### src/rtl/cpu_types_pkg.sv
// cpu_types_pkg: shared register-file types and constants
package cpu_types_pkg;
    localparam int NREGS_DEFAULT  = 32;
    localparam int DATA_W_DEFAULT = 32;
    localparam int AW_DEFAULT     = $clog2(NREGS_DEFAULT);
    localparam int REG_ZERO       = 0;
    typedef logic [AW_DEFAULT-1:0]     regbits_t;
    typedef logic [DATA_W_DEFAULT-1:0] word_t;
endpackage

### src/rtl/register_file_sb_scoreboard.sv
// rf_scoreboard: per-register busy bits with issue/clear/flush priority and rbusy lookup
module rf_scoreboard
    import cpu_types_pkg::*;
#(
    parameter int NREGS  = NREGS_DEFAULT,
    parameter int NRD    = 2,
    parameter int NWR    = 1,
    parameter int BYPASS = 1,
    localparam int AW    = $clog2(NREGS)
) (
    input  logic              clk,
    input  logic              RST,
    input  logic [NRD*AW-1:0] rsel,
    input  logic [NWR-1:0]    wen,
    input  logic [NWR*AW-1:0] wsel,
    input  logic              iss_en,
    input  logic [AW-1:0]     iss_sel,
    input  logic              flush,
    output logic [NRD-1:0]    rbusy
);
    logic [NREGS-1:0] r_busy;
    logic [NREGS-1:0] w_busy_nxt;
    logic [NRD-1:0]   w_hit;
    // next busy vector: writebacks clear, issue sets (newer producer wins), flush clears all
    always_comb begin
        w_busy_nxt = r_busy;
        for (int j = 0; j < NWR; j++)
            if (wen[j] && wsel[j*AW +: AW] != AW'(REG_ZERO)) w_busy_nxt[wsel[j*AW +: AW]] = 1'b0;
        if (iss_en && iss_sel != AW'(REG_ZERO)) w_busy_nxt[iss_sel] = 1'b1;
        if (flush) w_busy_nxt = '0;
        w_busy_nxt[REG_ZERO] = 1'b0;
    end
    // busy state register; reset discards any same-cycle update
    always_ff @(posedge clk or posedge RST) begin
        if (RST) r_busy <= '0;
        else     r_busy <= w_busy_nxt;
    end
    // a same-cycle writeback to the read register hides busy only when it is forwarded
    always_comb begin
        w_hit = '0;
        for (int i = 0; i < NRD; i++)
            for (int j = 0; j < NWR; j++)
                if (BYPASS != 0 && !RST && wen[j] && wsel[j*AW +: AW] == rsel[i*AW +: AW]) w_hit[i] = 1'b1;
    end
    // per-port busy lookup; busy[0] is constant zero so rsel==0 reads not-busy
    always_comb begin
        rbusy = '0;
        for (int i = 0; i < NRD; i++) rbusy[i] = r_busy[rsel[i*AW +: AW]] && !w_hit[i];
    end
endmodule

### src/rtl/register_file_sb.sv
// register_file_sb: multi-port register file with busy-bit scoreboard and optional write bypass
module register_file_sb
    import cpu_types_pkg::*;
#(
    parameter int NREGS  = NREGS_DEFAULT,
    parameter int DATA_W = DATA_W_DEFAULT,
    parameter int NRD    = 2,
    parameter int NWR    = 1,
    parameter int BYPASS = 1,
    localparam int AW    = $clog2(NREGS)
) (
    input  logic                  clk,
    input  logic                  RST,
    input  logic [NRD*AW-1:0]     rsel,
    output logic [NRD*DATA_W-1:0] rdat,
    output logic [NRD-1:0]        rbusy,
    input  logic [NWR-1:0]        wen,
    input  logic [NWR*AW-1:0]     wsel,
    input  logic [NWR*DATA_W-1:0] wdat,
    input  logic                  iss_en,
    input  logic [AW-1:0]         iss_sel,
    input  logic                  flush
);
    logic [DATA_W-1:0] r_regs [NREGS];
    // storage; later ports overwrite earlier ones so the highest-index port wins
    always_ff @(posedge clk or posedge RST) begin
        if (RST) begin
            for (int k = 0; k < NREGS; k++) r_regs[k] <= '0;
        end else begin
            for (int j = 0; j < NWR; j++)
                if (wen[j] && wsel[j*AW +: AW] != AW'(REG_ZERO))
                    r_regs[wsel[j*AW +: AW]] <= wdat[j*DATA_W +: DATA_W];
        end
    end
    // read mux with optional forwarding of same-cycle write data, highest port last
    always_comb begin
        rdat = '0;
        for (int i = 0; i < NRD; i++) begin
            rdat[i*DATA_W +: DATA_W] = r_regs[rsel[i*AW +: AW]];
            for (int j = 0; j < NWR; j++)
                if (BYPASS != 0 && !RST && wen[j] && wsel[j*AW +: AW] == rsel[i*AW +: AW])
                    rdat[i*DATA_W +: DATA_W] = wdat[j*DATA_W +: DATA_W];
            if (rsel[i*AW +: AW] == AW'(REG_ZERO)) rdat[i*DATA_W +: DATA_W] = '0;
        end
    end
    rf_scoreboard #(
        .NREGS  (NREGS),
        .NRD    (NRD),
        .NWR    (NWR),
        .BYPASS (BYPASS)
    ) u_sb (
        .clk     (clk),
        .RST     (RST),
        .rsel    (rsel),
        .wen     (wen),
        .wsel    (wsel),
        .iss_en  (iss_en),
        .iss_sel (iss_sel),
        .flush   (flush),
        .rbusy   (rbusy)
    );
endmodule
### config.mk
export PLATFORM = sky130hd
export DESIGN_NAME = register_file_sb
export DESIGN_NICKNAME = d
export VERILOG_FILES = /design/src/rtl/cpu_types_pkg.sv /design/src/rtl/register_file_sb_scoreboard.sv /design/src/rtl/register_file_sb.sv
export SDC_FILE = /design/constraint.sdc
export NUM_CORES = 2
export LEC_CHECK = 0
export CAP_MARGIN = 20
export CORE_ASPECT_RATIO = 1.75
export CORE_UTILIZATION = 30
export DETAILED_ROUTE_END_ITERATION = 16
export SLEW_MARGIN = 20
export SYNTH_ARGS = -nofsm -noshare
export SYNTH_HDL_FRONTEND = slang
export SYNTH_SLANG_ARGS = --single-unit
### constraint.sdc
create_clock -name clk -period 93.8 [get_ports clk]
set_clock_uncertainty 0.05 [all_clocks]
set_input_delay 18.76 -clock clk [delete_from_list [all_inputs] [get_ports clk]]
set_output_delay 18.76 -clock clk [all_outputs]
set_load 0.05 [all_outputs]
==> results.cfg <==
[outcome]
status = completed

[timing]
rsz0062_at_grt = no
fmax_ghz = 0.0231
fin_crit_sh = 0.462
setup_slack_ns = 50.47
tightestPinTransition_ns = 1.21
tns_ns = 0
setup_viol = 0
hold_violations = 0
relSlewSlack = 0.192
slew_viol_final = 0
period_minus_slack_ns = 43.33

[global_routing]
grt_first_pass_wirelength_um = 301000
antenna_found_initial = 27
grt_use_total = 0.215
grt_max_degree = 119
grt_overflow_total = 0
grt_pass1_vias = 40100

[final_layout]
drive_gt1_frac = 0.448
synthToLayoutAreaGrowth_pct = 11.0
fin_cells = 6477
nets = 3986

[cts]
cts_buffer_depth = 3
post_cts_resized = 0
worstSkewPairLatency_ns = 0.74
root_buffer = clkbuf_16
clk_pin_slew_ns = 0.06
cts_made_buffers = 101
post_cts_buffers = 0
cts_htree_levels = 3
cts_tree = yes
cts_num_sinks = 1055
holdBufCountCts = 0

[routing]
drc = 0
routed_wirelength_um = 211000
num_vias = 39000
viasPerCell = 6.03
drtIter0Drc = 3709
drtAntennaViolNets = 0
dr.pass1.iters = 6
drt-wirelength-per-cell_um = 32.5

[power_and_ir_drop]
leakage_uw = 0.0272
p_per_area_mw_per_mm2 = 20.8
vdd_drop_max_mv = 0.0167

[placement]
portBuffers = 122
hpwl_um = 122000
pre_cts_slack_ns = 50.44
dpl.cell_count = 6286
gp_congestion = 0.826

[logic_synthesis]
synth_area_leaders = dfrtp_1 46%, mux2_2 20%, mux4_2 15%
yosysTopAreaCellShare = 0.459
synth_common_cells = 1,055 x dfrtp_1, 1,037 x mux2_2, 389 x mux4_2, 266 x mux2i_1, 197 x clkbuf_1
ys_seq_area_frac = 0.459
synthArstFlopShare = 1.00
yosysMostFrequentCell = dfrtp_1
ys_warn_count = 0
synthDistinctLibCells = 61
ys.flop_type = dfrtp_1
syn_area_mm2 = 0.0575
syn_area_per_cell_um2 = 14.2
synth.net_count = 4096
syn_inst = 4039
synth_top_cell_by_area = dfrtp_1
synth-seq-cells = 1055
synth_edf_count = 0

[critical_path]
cp_max_fo = 118
end_kind = output pin
r2r_start = r_regs[19]
start_kind = primary input
path_class = in -> out
required_ns = 74.99
critPathArrivalTime_ns = 24.52
crit_path_start = rsel[5]

[job]
cap_violations = 0

[die]
num_rows = 212
io_pins = 123
initial_core_util = 0.302
die-height_um = 581
coreArea_mm2 = 0.190
dieArea_mm2 = 0.194
die_w_um = 333

[min_path]
hold_class = reg -> reg
hp-start = r_regs[1003]
==> cell type report <==
cell class,count,area [um2]
Inverter,6,30.0
Multi-Input combinational cell,2525,28800
Clock buffer,140,2870
Fill cell,18500,127000
Tap cell,2461,3080
Timing Repair Buffer,240,2090
Clock inverter,43,531
Antenna cell,7,17.5
Sequential cell,1055,26400
==> report_power, final <==
part           internal (uW)  leakage, uW  switching (uW)
clock network            240      0.00167             192
logic                    158       0.0120             135
registers                539       0.0136            63.6
==> flip-flops by register name, indices dropped and copies added (netlist names) <==
register	cells
u_sb.r_busy	31
r_regs	1024
==> cells in the final DEF (no fill, tap or decap), drive strengths merged, types with 13 or more instances in the layout <==
cell type / instances
a211oi: 35
a21oi: 88
a221o: 33
a221oi: 53
a22o: 19
a22oi: 64
buf: 143
clkbuf: 141
clkdlybuf4s50: 96
clkinv: 25
dfrtp: 1055
mux2: 1037
mux2i: 266
mux4: 403
nand2: 76
nand2b: 13
nor2: 84
nor2b: 26
nor3: 29
nor3b: 26
o21ai: 61
o22ai: 83
==> through the flow <==
step            util  power (uW)  instance area (um2)  hold slack (ns)
4_1_cts        0.335        1330                63900            0.349
6_report       0.335        1330                63900            0.353
3_5_place_dp   0.317         902                60500            0.335
3_3_place_gp   0.317         891                60400            0.326
2_1_floorplan      -         814                57500            0.388
5_1_grt        0.335        1380                63800            0.359
==> logic make-up after synthesis <==
family,synth area share
buffers and inverters,0.0440
AND/OR/NAND/NOR,0.0278
multiplexers,0.408
flip-flops,0.459
AO/OA/AOI/OAI,0.0598
XOR/XNOR,0.00152
==> metal layers <==
metal | vias up | wire length [um] | track usage
met5 | - | 92 | 0
met4 | 16 | 11400 | 0.108
met3 | 542 | 16300 | 0.0411
met2 | 1805 | 100000 | 0.348
met1 | 21300 | 82500 | 0.273
li1 | 15300 | - | -
==> worst max-delay path, stage by stage <==
cell and delay [ns]:
buf_8 0.58, buf_12 0.63, buf_4 0.83, buf_4 0.83, mux2i_1 0.19, a221oi_1 0.45
o21ai_0 0.14, a21oi_1 0.40, a211o_1 0.34, clkdlybuf4s50_1 0.88
==> final timing paths <==
check / end / slack [ns] / depth (start not counted)
min: r_regs[1003] / 0.35 / 0
max in group asynchronous: r_regs[237] / 71.01 / 6
max reg2reg: r_regs[19] / 92.93 / 1
max: rdat[59] / 50.47 / 10
min in group asynchronous: u_sb.r_busy[30] / 18.58 / 2
min reg2reg: r_regs[1003] / 0.35 / 0
Power figures use the tool's default switching activity.
